**src/rtl/uart_boot_loader_pkg.sv**
```systemverilog
// Shared types and constants for the UART boot loader.
// States of the receiver FSM plus byte/word geometry.
package selen_boot_pkg;

  typedef enum logic [2:0] {
    IDLE,
    START,
    DATA,
    STOP,
    WAIT_HIGH
  } rx_state_t;

  localparam int BYTES_PER_WORD = 4;
  localparam int DATA_BITS      = 8;

endpackage

```
**src/rtl/uart_boot_loader_if.sv**
```systemverilog
// Program-memory write port of the boot loader.
// valid/ready: a write is accepted when mem_we && mem_ready.
interface uart_boot_loader_if #(
  parameter int ADDR_W = 5
);

  logic              mem_we;
  logic [ADDR_W-1:0] mem_addr;
  logic [31:0]       mem_wdata;
  logic              mem_ready;

  modport master (
    output mem_we,
    output mem_addr,
    output mem_wdata,
    input  mem_ready
  );

  modport slave (
    input  mem_we,
    input  mem_addr,
    input  mem_wdata,
    output mem_ready
  );

endinterface

```
**src/rtl/uart_boot_loader_rx_core.sv**
```systemverilog
// 8N1 receiver: 2-flop synchronizer, bit timer and RX FSM.
// Emits one-cycle byte strobe or frame-error pulse per frame.
module uart_rx_core
  import selen_boot_pkg::*;
#(
  parameter int CLKS_PER_BIT = 434
) (
  input  logic       sys_clk,
  input  logic       sys_rst_n,
  input  logic       uart_rx,
  output logic [7:0] byte_data,
  output logic       byte_stb,
  output logic       frame_err_pulse
);

  localparam int CW = $clog2(CLKS_PER_BIT);
  localparam logic [CW-1:0] HALF =
    CW'(CLKS_PER_BIT / 2);
  localparam logic [CW-1:0] FULL =
    CW'(CLKS_PER_BIT - 1);
  localparam logic [2:0] LAST_BIT =
    3'(DATA_BITS - 1);

  logic      s1, s2, s3;
  rx_state_t state_q, state_d;
  logic [CW-1:0] cnt_q, cnt_d;
  logic [2:0] bit_q, bit_d;
  logic [7:0] sh_q, sh_d;
  logic stb_d, ferr_d, tick;

  // s3 is the previous synchronized value, used for edge detect
  always_ff @(posedge sys_clk or negedge sys_rst_n) begin
    if (!sys_rst_n) begin
      s1 <= 1'b1;
      s2 <= 1'b1;
      s3 <= 1'b1;
    end else begin
      s1 <= uart_rx;
      s2 <= s1;
      s3 <= s2;
    end
  end

  always_ff @(posedge sys_clk or negedge sys_rst_n) begin
    if (!sys_rst_n) begin
      state_q         <= IDLE;
      cnt_q           <= '0;
      bit_q           <= '0;
      sh_q            <= '0;
      byte_stb        <= 1'b0;
      frame_err_pulse <= 1'b0;
    end else begin
      state_q         <= state_d;
      cnt_q           <= cnt_d;
      bit_q           <= bit_d;
      sh_q            <= sh_d;
      byte_stb        <= stb_d;
      frame_err_pulse <= ferr_d;
    end
  end

  assign tick = (cnt_q == '0);

  always_comb begin
    state_d = state_q;
    cnt_d   = tick ? cnt_q : cnt_q - 1'b1;
    bit_d   = bit_q;
    sh_d    = sh_q;
    stb_d   = 1'b0;
    ferr_d  = 1'b0;
    unique case (state_q)
      IDLE: begin
        if (s3 && !s2) begin
          state_d = START;
          cnt_d   = HALF;
        end
      end
      START: begin
        if (tick) begin
          if (!s2) begin
            state_d = DATA;
            cnt_d   = FULL;
            bit_d   = '0;
          end else begin
            state_d = IDLE;
          end
        end
      end
      DATA: begin
        if (tick) begin
          sh_d  = {s2, sh_q[7:1]};
          cnt_d = FULL;
          bit_d = bit_q + 3'd1;
          if (bit_q == LAST_BIT)
            state_d = STOP;
        end
      end
      STOP: begin
        if (tick) begin
          if (s2) begin
            stb_d   = 1'b1;
            state_d = IDLE;
          end else begin
            ferr_d  = 1'b1;
            state_d = WAIT_HIGH;
          end
        end
      end
      WAIT_HIGH: begin
        if (s2)
          state_d = IDLE;
      end
      default: state_d = IDLE;
    endcase
  end

  assign byte_data = sh_q;

endmodule

```
**src/rtl/uart_boot_loader.sv**
```systemverilog
// UART program loader: packs bytes into words, writes RAM.
// BOOT_CHECKSUM_EN: trailing XOR byte gates boot_done.
module uart_boot_loader
  import selen_boot_pkg::*;
#(
  parameter int CLKS_PER_BIT = 434,
  parameter int WORD_COUNT   = 32,
  parameter int ADDR_W       = 5
) (
  input  logic sys_clk,
  input  logic sys_rst_n,
  input  logic uart_rx,
  uart_boot_loader_if.master mem,
  output logic boot_done,
  output logic frame_err,
  output logic overrun_err,
  output logic csum_err
);

  localparam int CNT_W = ADDR_W + 1;
  localparam logic [CNT_W-1:0] ALL_WORDS =
    CNT_W'(WORD_COUNT);
  localparam logic [ADDR_W-1:0] LAST_ADDR =
    ADDR_W'(WORD_COUNT - 1);
  localparam logic [1:0] LAST_IDX =
    2'(BYTES_PER_WORD - 1);

  logic [7:0] rx_byte;
  logic       rx_stb, rx_ferr;

  uart_rx_core #(
    .CLKS_PER_BIT(CLKS_PER_BIT)
  ) u_rx (
    .sys_clk        (sys_clk),
    .sys_rst_n      (sys_rst_n),
    .uart_rx        (uart_rx),
    .byte_data      (rx_byte),
    .byte_stb       (rx_stb),
    .frame_err_pulse(rx_ferr)
  );

  logic [1:0]        idx_q;
  logic [23:0]       stage_q;
  logic              we_q;
  logic [ADDR_W-1:0] addr_q;
  logic [31:0]       wdata_q;
  logic [CNT_W-1:0]  words_q;
  logic done_q, ferr_q, ovr_q;
  logic accept, img_byte, word_end, last_acc;

  assign accept   = we_q & mem.mem_ready;
  assign img_byte = rx_stb & (words_q != ALL_WORDS);
  assign word_end = img_byte & (idx_q == LAST_IDX);
  assign last_acc = accept & (addr_q == LAST_ADDR);

  // words_q counts completed words, dropped ones included
  always_ff @(posedge sys_clk or negedge sys_rst_n) begin
    if (!sys_rst_n) begin
      idx_q   <= '0;
      stage_q <= '0;
      we_q    <= 1'b0;
      addr_q  <= '0;
      wdata_q <= '0;
      words_q <= '0;
      ferr_q  <= 1'b0;
      ovr_q   <= 1'b0;
    end else begin
      if (rx_ferr)
        ferr_q <= 1'b1;
      if (img_byte) begin
        idx_q <= idx_q + 2'd1;
        unique case (idx_q)
          2'd0:    stage_q[7:0]   <= rx_byte;
          2'd1:    stage_q[15:8]  <= rx_byte;
          2'd2:    stage_q[23:16] <= rx_byte;
          default: ;
        endcase
      end
      if (accept) begin
        we_q <= 1'b0;
        if (addr_q != LAST_ADDR)
          addr_q <= addr_q + 1'b1;
      end
      if (word_end) begin
        words_q <= words_q + 1'b1;
        if (we_q && !mem.mem_ready) begin
          ovr_q <= 1'b1;
        end else begin
          we_q    <= 1'b1;
          addr_q  <= words_q[ADDR_W-1:0];
          wdata_q <= {rx_byte, stage_q};
        end
      end
    end
  end

`ifdef BOOT_CHECKSUM_EN
  logic [7:0] xor_q;
  logic       loaded_q, csum_q;

  always_ff @(posedge sys_clk or negedge sys_rst_n) begin
    if (!sys_rst_n) begin
      xor_q    <= '0;
      loaded_q <= 1'b0;
      csum_q   <= 1'b0;
      done_q   <= 1'b0;
    end else begin
      if (img_byte)
        xor_q <= xor_q ^ rx_byte;
      if (last_acc)
        loaded_q <= 1'b1;
      // first good byte after the image is the checksum
      if (rx_stb && loaded_q && !done_q && !csum_q) begin
        if (rx_byte == xor_q)
          done_q <= 1'b1;
        else
          csum_q <= 1'b1;
      end
    end
  end

  assign csum_err = csum_q;
`else
  always_ff @(posedge sys_clk or negedge sys_rst_n) begin
    if (!sys_rst_n)
      done_q <= 1'b0;
    else if (last_acc)
      done_q <= 1'b1;
  end

  assign csum_err = 1'b0;
`endif

  assign mem.mem_we    = we_q;
  assign mem.mem_addr  = addr_q;
  assign mem.mem_wdata = wdata_q;
  assign boot_done     = done_q;
  assign frame_err     = ferr_q;
  assign overrun_err   = ovr_q;

endmodule
```
**src/flat_wrapper.sv**
```systemverilog
// flat-port wrapper written by rule: the top's interface ports become plain ports
module uart_boot_loader_flat import selen_boot_pkg::*;
#(
  parameter int CLKS_PER_BIT = 434,
  parameter int WORD_COUNT   = 32,
  parameter int ADDR_W       = 5
)
  (sys_clk, sys_rst_n, uart_rx, boot_done, frame_err, overrun_err, csum_err, mem_mem_we, mem_mem_addr, mem_mem_wdata, mem_mem_ready);
  uart_boot_loader_if #(.ADDR_W(ADDR_W)) mem_i ();
  input  logic sys_clk;
  input  logic sys_rst_n;
  input  logic uart_rx;
  output logic boot_done;
  output logic frame_err;
  output logic overrun_err;
  output logic csum_err;
  output wire logic [$bits(mem_i.mem_we)-1:0] mem_mem_we;
  output wire logic [$bits(mem_i.mem_addr)-1:0] mem_mem_addr;
  output wire logic [$bits(mem_i.mem_wdata)-1:0] mem_mem_wdata;
  input wire logic [$bits(mem_i.mem_ready)-1:0] mem_mem_ready;
  assign mem_mem_we = mem_i.mem_we;
  assign mem_mem_addr = mem_i.mem_addr;
  assign mem_mem_wdata = mem_i.mem_wdata;
  assign mem_i.mem_ready = mem_mem_ready;
  uart_boot_loader #(.CLKS_PER_BIT(CLKS_PER_BIT), .WORD_COUNT(WORD_COUNT), .ADDR_W(ADDR_W)) u_core (.sys_clk(sys_clk), .sys_rst_n(sys_rst_n), .uart_rx(uart_rx), .mem(mem_i), .boot_done(boot_done), .frame_err(frame_err), .overrun_err(overrun_err), .csum_err(csum_err));
endmodule
```
**config.mk**
```make
export PLATFORM = sky130hd
export DESIGN_NAME = uart_boot_loader_flat
export DESIGN_NICKNAME = d
export VERILOG_FILES = /design/src/rtl/uart_boot_loader_pkg.sv /design/src/rtl/uart_boot_loader_if.sv /design/src/rtl/uart_boot_loader_rx_core.sv /design/src/rtl/uart_boot_loader.sv /design/src/flat_wrapper.sv
export SDC_FILE = /design/constraint.sdc
export NUM_CORES = 1
export LEC_CHECK = 0
export ABC_AREA = 1
export BUFFER_PORTS_ARGS = -buffer_cell sky130_fd_sc_hd__buf_2
export CAP_MARGIN = 20
export CORE_MARGIN = 2
export CORE_UTILIZATION = 50
export CTS_CLUSTER_DIAMETER = 40
export DETAILED_ROUTE_END_ITERATION = 10
export PLACE_DENSITY = 0.66
export SYNTH_ARGS = -nofsm -noshare
export SYNTH_HDL_FRONTEND = slang
export SYNTH_SLANG_ARGS = --single-unit
```
**constraint.sdc**
```tcl
create_clock -name sys_clk -period 3.7 [get_ports sys_clk]
set_input_delay 0.37 -clock sys_clk [delete_from_list [all_inputs] [get_ports sys_clk]]
set_output_delay 0.37 -clock sys_clk [all_outputs]
set_load 0.005 [all_outputs]
```
# After elaboration in Yosys (flattened, before gate mapping)
# Cells that the tools add are included.
# Widths: inputs -> output; s select.
totals:
  output_inout_bits: 42
  ff_bits: 101
  inputBits: 4
  word_cells: 96
classes:
  muxes: 32
  n_bitwise: 5
  eq_ne: 18
  reduce_logical: 16
  addsub: 5
ops:
  columns: ["cell", "count"]
  rows:
  - ["$mux 9", 5]
  - ["$mux 3", 10]
  - ["$pmux 9 s3", 1]
  - ["$mux 5", 4]
  - ["$pmux 3 s5", 1]
  - ["$ne 2x2->1 const B", 7]
  - ["$reduce_and 2->1", 6]
  - ["$logic_not 9->1", 1]
  - ["$mux 1", 9]
  - ["$sub 9x1->9 const B", 1]
  - ["$add 6x1->6 const B", 1]
  - ["$eq 3x2->1 const B", 2]
  - ["$eq 3x3->1 const B", 2]
  - ["$ne 6x6->1 const B", 1]
  - ["$pmux 3 s2", 1]
  - ["$reduce_and 6->1", 1]
  - ["$add 5x1->5 const B", 1]
  - ["$eq 5x5->1 const B", 1]
  - ["$ne 5x5->1 const B", 1]
  - ["$and 1x1->1", 4]
  - ["$eq 2x2->1 const B", 2]
  - ["$reduce_and 4->1", 1]
  - ["$add 3x1->3 const B", 1]
  - ["$eq 3x1->1 const B", 1]
  - ["9 further kinds", 11]

# Depth between registers and ports, before layout
logic_depth:
  depth_word: 5
  depth_mapped: 11
  depth_no_buf: 11

# Cells and area by module
# Synthesis repeated with hierarchy kept, for this count alone.
unflattened:
  cells_unflattened: 554
  area_unflattened_um2: 4809.6
modules_own_cells:
  columns: ["mod", "seq_area_each_um2", "area_each_um2", "n_inst", "cells_each"]
  rows:
  - ["uart_boot_loader", 1826.8, 3313.2, 1, 377]
  - ["uart_rx_core", 704.4, 1496.4, 1, 177]

# Least setup slack after synthesis
# Ideal clock, no wire load.
synth_path:
  path_kind: "flip-flop to flip-flop"
  start: "register u_core.u_rx.cnt_q[0]"
  end: "register u_core.u_rx.cnt_q[0]"
  setup_ns: 0.138
  stages_incl_launch_ff: 12
  path_buffers: 1
  required_ns: 3.562
  setup_slack_ns: 1.887
  arrival_time_ns: 1.675
  cell_sequence: "dfrtp_1 -> inv_1 -> ha_1 -> nand3_2 -> nor2_4 -> nand2_4 -> buf_6 -> ha_1 -> nor2_1 -> nand2_1 -> nand3_1 -> o2111ai_1"
synth_via:
  elab_chain_cells: 5
  word_cells_on_any_way: 8
synth_rtl:
  columns: ["element", "line", "text"]
  rows:
  - ["from (decl)", "uart_boot_loader_rx_core.sv:26", "logic [CW-1:0] cnt_q, cnt_d;"]
  - ["from (signal assigned)", "uart_boot_loader_rx_core.sv:54", "cnt_q <= cnt_d;"]
  - ["$sub 9x1->9 or $logic_not 9->1 (tied branches)", "uart_boot_loader_rx_core.sv:66, uart_boot_loader_rx_core.sv:62", null]
  - ["$mux 9", "uart_boot_loader_rx_core.sv:66", "cnt_d = tick ? cnt_q : cnt_q - 1'b1;"]
  - ["$mux 9", "uart_boot_loader_rx_core.sv:80", "if (!s2) begin"]
  - ["$mux 9", "uart_boot_loader_rx_core.sv:79", "if (tick) begin"]
  - ["$pmux 9 s3 *", "uart_boot_loader_rx_core.sv:71", "unique case (state_q)"]
  - ["via u_core.u_rx.cnt_d[0]", "uart_boot_loader_rx_core.sv:26", null]
# The timed path passes the listed nets; every way through them passes the cells marked *.
# A chain may end at the register's enable or synchronous reset.

# Worst setup path after layout
layout_path:
  start: "register u_core.words_q[0]"
  end: "register u_core.addr_q[1] (netlist: u_core.mem.mem_addr[1])"
layout_via:
  elab_chain_cells: 4
layout_rtl:
  columns: ["element", "line", "text"]
  rows:
  - ["from (decl)", "uart_boot_loader.sv:47", "logic [CNT_W-1:0] words_q;"]
  - ["from (signal assigned)", "uart_boot_loader.sv:85", "words_q <= words_q + 1'b1;"]
  - ["$ne 6x6->1", "uart_boot_loader.sv:52", "assign img_byte = rx_stb & (words_q != ALL_WORDS);"]
  - ["$and 1x1->1", "uart_boot_loader.sv:52", null]
  - ["$and 1x1->1", "uart_boot_loader.sv:53", "assign word_end = img_byte & (idx_q == LAST_IDX);"]
  - ["$mux 5", "uart_boot_loader.sv:84", "if (word_end) begin"]
  - ["to (signal assigned)", "uart_boot_loader.sv:82", "addr_q <= addr_q + 1'b1;"]
  - ["to (signal assigned)", "uart_boot_loader.sv:90", "addr_q <= words_q[ADDR_W-1:0];"]
  - ["to (decl)", "uart_boot_loader.sv:45", "logic [ADDR_W-1:0] addr_q;"]
# No other way between the ends.

==> impl_table.tex <==
\begin{tabular}{lr}
\hline
Metric & Value \\
\hline
\multicolumn{2}{l}{\textbf{Global route}} \\
First-pass GRT wire length & 14600 um \\
Vias in the first global route & 3011 \\
Initial antenna violation count & 0 \\
Total congestion overflow & 0 \\
Maximum number of pins on one net before global-route repair & 51 \\
Overall track demand over capacity in global routing & 18.61\% \\
\multicolumn{2}{l}{\textbf{Route}} \\
Number of optimization iterations in the first detailed-route pass & 4 \\
Number of remaining DRC errors & 0 \\
Routed WL per cell & 13.51 um \\
Wire length reported by the detailed router & 8431 um \\
Number of nets still failing antenna checks after routing & 0 \\
Vias post-DR & 3212 \\
DRC violation total after the first TritonRoute iteration & 106 \\
Per-cell via count in the routed design & 5.147 \\
\multicolumn{2}{l}{\textbf{Synthesis}} \\
Sequential share of the synthesized area & 56.24\% \\
Cell taking the most area after synthesis & sky130\_fd\_sc\_hd\_\_dfrtp\_1 \\
Async set or reset register ratio after synthesis & 100.0\% \\
Number of distinct library cell variants in the gate-level netlist after synthesis & 39 \\
Most frequently used cell type in the post-synthesis netlist & sky130\_fd\_sc\_hd\_\_nand2\_1 \\
Number of enable-type register cells in the synthesized netlist & 0 \\
Average instance area after synthesis & 9.596 um\^{}2 \\
Post-Synthesis Cells & 469 \\
Netlist Area Pre-Place & 0.004501 mm\^{}2 \\
Commonest cells in the netlist & 131 x sky130\_fd\_sc\_hd\_\_nand2\_1, 98 x sky130\_fd\_sc\_hd\_\_dfrtp\_1, 36 x sky130\_fd\_sc\_hd\_\_nand3\_1 \\
Post-synth top area share & 54.49\% \\
Top post-synthesis cells by area & sky130\_fd\_sc\_hd\_\_dfrtp\_1 54\%, sky130\_fd\_sc\_hd\_\_nand2\_1 11\%, sky130\_fd\_sc\_hd\_\_nand3\_1 4.0\% \\
Syn nets & 484 \\
Total number of yosys warnings & 0 \\
Flops \& latches, synth & 101 \\
Dominant synthesized flop cell & sky130\_fd\_sc\_hd\_\_dfrtp\_1 \\
\multicolumn{2}{l}{\textbf{Clock network}} \\
TritonCTS clock tree & yes \\
Root Driver & sky130\_fd\_sc\_hd\_\_clkbuf\_8 \\
TritonCTS Buffers & 9 \\
TritonCTS Sinks & 101 \\
Number of buffers between clock root and the deepest sink & 2 \\
\# Post-CTS Setup Buffers & 0 \\
H-tree levels & 3 \\
Cts repair resizes & 0 \\
Clock-pin slew reported for the worst setup and hold paths after clock tree synthesis & 0.10 ns \\
Number of hold buffers added after cts & 1 \\
Skew-Pair Late Insertion Delay & 0.37 ns \\
\multicolumn{2}{l}{\textbf{Timing}} \\
Max-slew violations & 0 \\
Final worst-path cycle share & 58.06\% \\
Setup repair after global routing missed its margin & false \\
Count of endpoints failing hold in the final timing report & 0 \\
Final-report setup violation count & 0 \\
Hold Slack & 0.09584 ns \\
Maximum achievable frequency & 465.5 MHz \\
Accumulated negative setup slack & 0 ns \\
Worst slew pin tran & 0.5271 ns \\
Minimum clock period & 2.148 ns \\
Setup clock skew after layout & 0.01762 ns \\
Remaining max-slew budget at the tightest pin & 64.86\% \\
\multicolumn{2}{l}{\textbf{Power}} \\
Switching Power & 0.7584 mW \\
Total power & 2.413 mW \\
Worst voltage drop across the vdd grid & 325.7 uV \\
Static Leakage & 2.597 nW \\
Power Density & 485.9 mW/mm\^{}2 \\
Proportion of total power due to net switching & 31.43\% \\
Seq pwr share & 50.9\% \\
Internal & 1.654 mW \\
Part of the power in the clock network & 30.7\% \\
Logic pwr share & 18.4\% \\
\multicolumn{2}{l}{\textbf{Min path}} \\
Worst min-delay path category & in -> reg \\
\multicolumn{2}{l}{\textbf{Cells and area}} \\
Layout Nets & 526 \\
Core occupancy in the finished layout & 56.94\% \\
Final std cell area, no fill & 0.004966 mm\^{}2 \\
Count of inserted antenna diode cells & 0 \\
Synth-to-layout area growth & 10.34\% \\
Layout cell share with drive strength beyond 1 & 20.54\% \\
\multicolumn{2}{l}{\textbf{Place}} \\
Input/output buffers & 44 \\
Routability congestion estimate from global placement & 0.8243 \\
Detailed-placement wirelength estimate & 5850 um \\
Standard cell area after detailed placement & 0.004741 mm\^{}2 \\
\multicolumn{2}{l}{\textbf{Die}} \\
Site Rows & 34 \\
Starting density of the core & 51.61\% \\
Core Region & 0.008721 mm\^{}2 \\
Area of the die & 0.009776 mm\^{}2 \\
Chip width & 98.88 um \\
Count of boundary I/O pins & 46 \\
Height of the die & 98.88 um \\
\multicolumn{2}{l}{\textbf{Flow run}} \\
Max-cap violation count & 0 \\
\multicolumn{2}{l}{\textbf{Critical path}} \\
Arrival time of data at the critical path endpoint & 2.39 ns \\
RR Endpoint & u\_core.mem.mem\_addr[1]\$\_DFF\_PN0\_ \\
CP Class & reg -> reg \\
Launch point of the worst reg-to-reg path & u\_core.words\_q[0]\$\_DFFE\_PN0P\_ \\
Element type at the critical path start & flip-flop \\
Type of element capturing the critical path & flip-flop \\
Max Fanout on Critical Path & 50 \\
Critical path capture point & u\_core.mem.mem\_addr[1]\$\_DFF\_PN0\_ \\
Worst endpoint required time & 3.94 ns \\
Reg-to-reg setup timing slack & 1.55 ns \\
Cells on worst reg2reg path & 8 \\
Worst setup startpoint & u\_core.words\_q[0]\$\_DFFE\_PN0P\_ \\
\multicolumn{2}{l}{\textbf{Run status}} \\
Result of the run & finished clean \\
\hline
\end{tabular}
==> power by group through the flow <==
stage	Combinational, mW	Clock [mW]	Sequential [mW]
global route	0.516	0.808	1.24
floorplan	0.340	0	1.24
finish	0.443	0.742	1.23
CTS	0.447	0.761	1.23
detailed placement	0.445	0	1.25
global placement	0.425	0	1.25
==> sequential cells by signal, indices dropped and copies added (netlist names), 2 cells and up <==
name                   count
u_core.u_rx.cnt_q          9
u_core.mem.mem_wdata      32
u_core.words_q             6
u_core.u_rx.byte_data      8
u_core.u_rx.state_q        3
u_core.u_rx.bit_q          3
u_core.idx_q               2
u_core.mem.mem_addr        5
u_core.stage_q            24
==> layout make-up <==
| cell class | instances | area [um^2] |
|---|---|---|
| clock inverter | 7 | 91.34 |
| clock buffer | 9 | 123.9 |
| inverter | 39 | 151.4 |
| fill | 797 | 3755 |
| multi-input combinational | 313 | 1685 |
| timing repair buffer | 47 | 247.7 |
| sequential | 101 | 2531 |
| tap | 108 | 135.1 |
==> per-layer routing <==
metal | track usage, % | part of all wire, %
met5 | 0 | 0
met2 | 28.95 | 46
met4 | 5.585 | 0.93
met3 | 4.113 | 4.7
met1 | 26.39 | 48
==> critical path: stages, from the launching register on <==
cell	delay, ns
sky130_fd_sc_hd__dfrtp_1	0.47
sky130_fd_sc_hd__inv_1	0.07
sky130_fd_sc_hd__ha_1	0.21
sky130_fd_sc_hd__nand4_2	0.11
sky130_fd_sc_hd__nand2_4	0.09
sky130_fd_sc_hd__nor2_8	0.38
sky130_fd_sc_hd__nand2_4	0.39
sky130_fd_sc_hd__o211ai_1	0.21
sky130_fd_sc_hd__o21ai_1	0.08
==> kinds of logic (layout without fill, tap and decap cells) <==
| family | Yosys count | after routing | share of synthesized area (%) |
|---|---|---|---|
| buf+inv | 55 | 102 | 6.311 |
| simple gates | 219 | 219 | 22.96 |
| xor+xnor | 12 | 12 | 2.335 |
| other cells | 1 | 1 | 0.08332 |
| compound gates | 70 | 70 | 9.008 |
| fa+ha+maj | 11 | 11 | 3.058 |
| flops | 101 | 101 | 56.24 |
==> per-stage QoR <==
stage                     instances  setup slack (ns)
after floorplan                 469             1.887
final                           624             1.552
after detailed placement        607             1.542
after global placement          607             1.631
after global routing            624             1.366
after CTS                       624             1.510
==> cells in the final DEF, fill, tap and decap left out, drive strengths merged, types with 9 or more instances in the layout <==
master	netlist	final
buf	14	46
inv	39	42
nand2	141	141
ha	11	11
nor2	23	23
a21oi	10	10
dfrtp	98	98
nand3	38	38
o21ai	55	55
clkbuf	2	9
==> how the worst min path moves through the flow <==
stage	startpoint	end	slack [ns]	cells after the start
floorplan	sys_rst_n	u_core.boot_done$_DFFE_PN0P_	0.07	0
global placement	sys_rst_n	u_core.boot_done$_DFFE_PN0P_	0.35	1
detailed placement	u_core.u_rx.s1$_DFF_PN1_	u_core.u_rx.s2$_DFF_PN1_	0.35	0
CTS	uart_rx	u_core.u_rx.s1$_DFF_PN1_	0.08	1
global route	uart_rx	u_core.u_rx.s1$_DFF_PN1_	0.07	1
finish	uart_rx	u_core.u_rx.s1$_DFF_PN1_	0.1	1
Power figures use the tool's default switching activity.
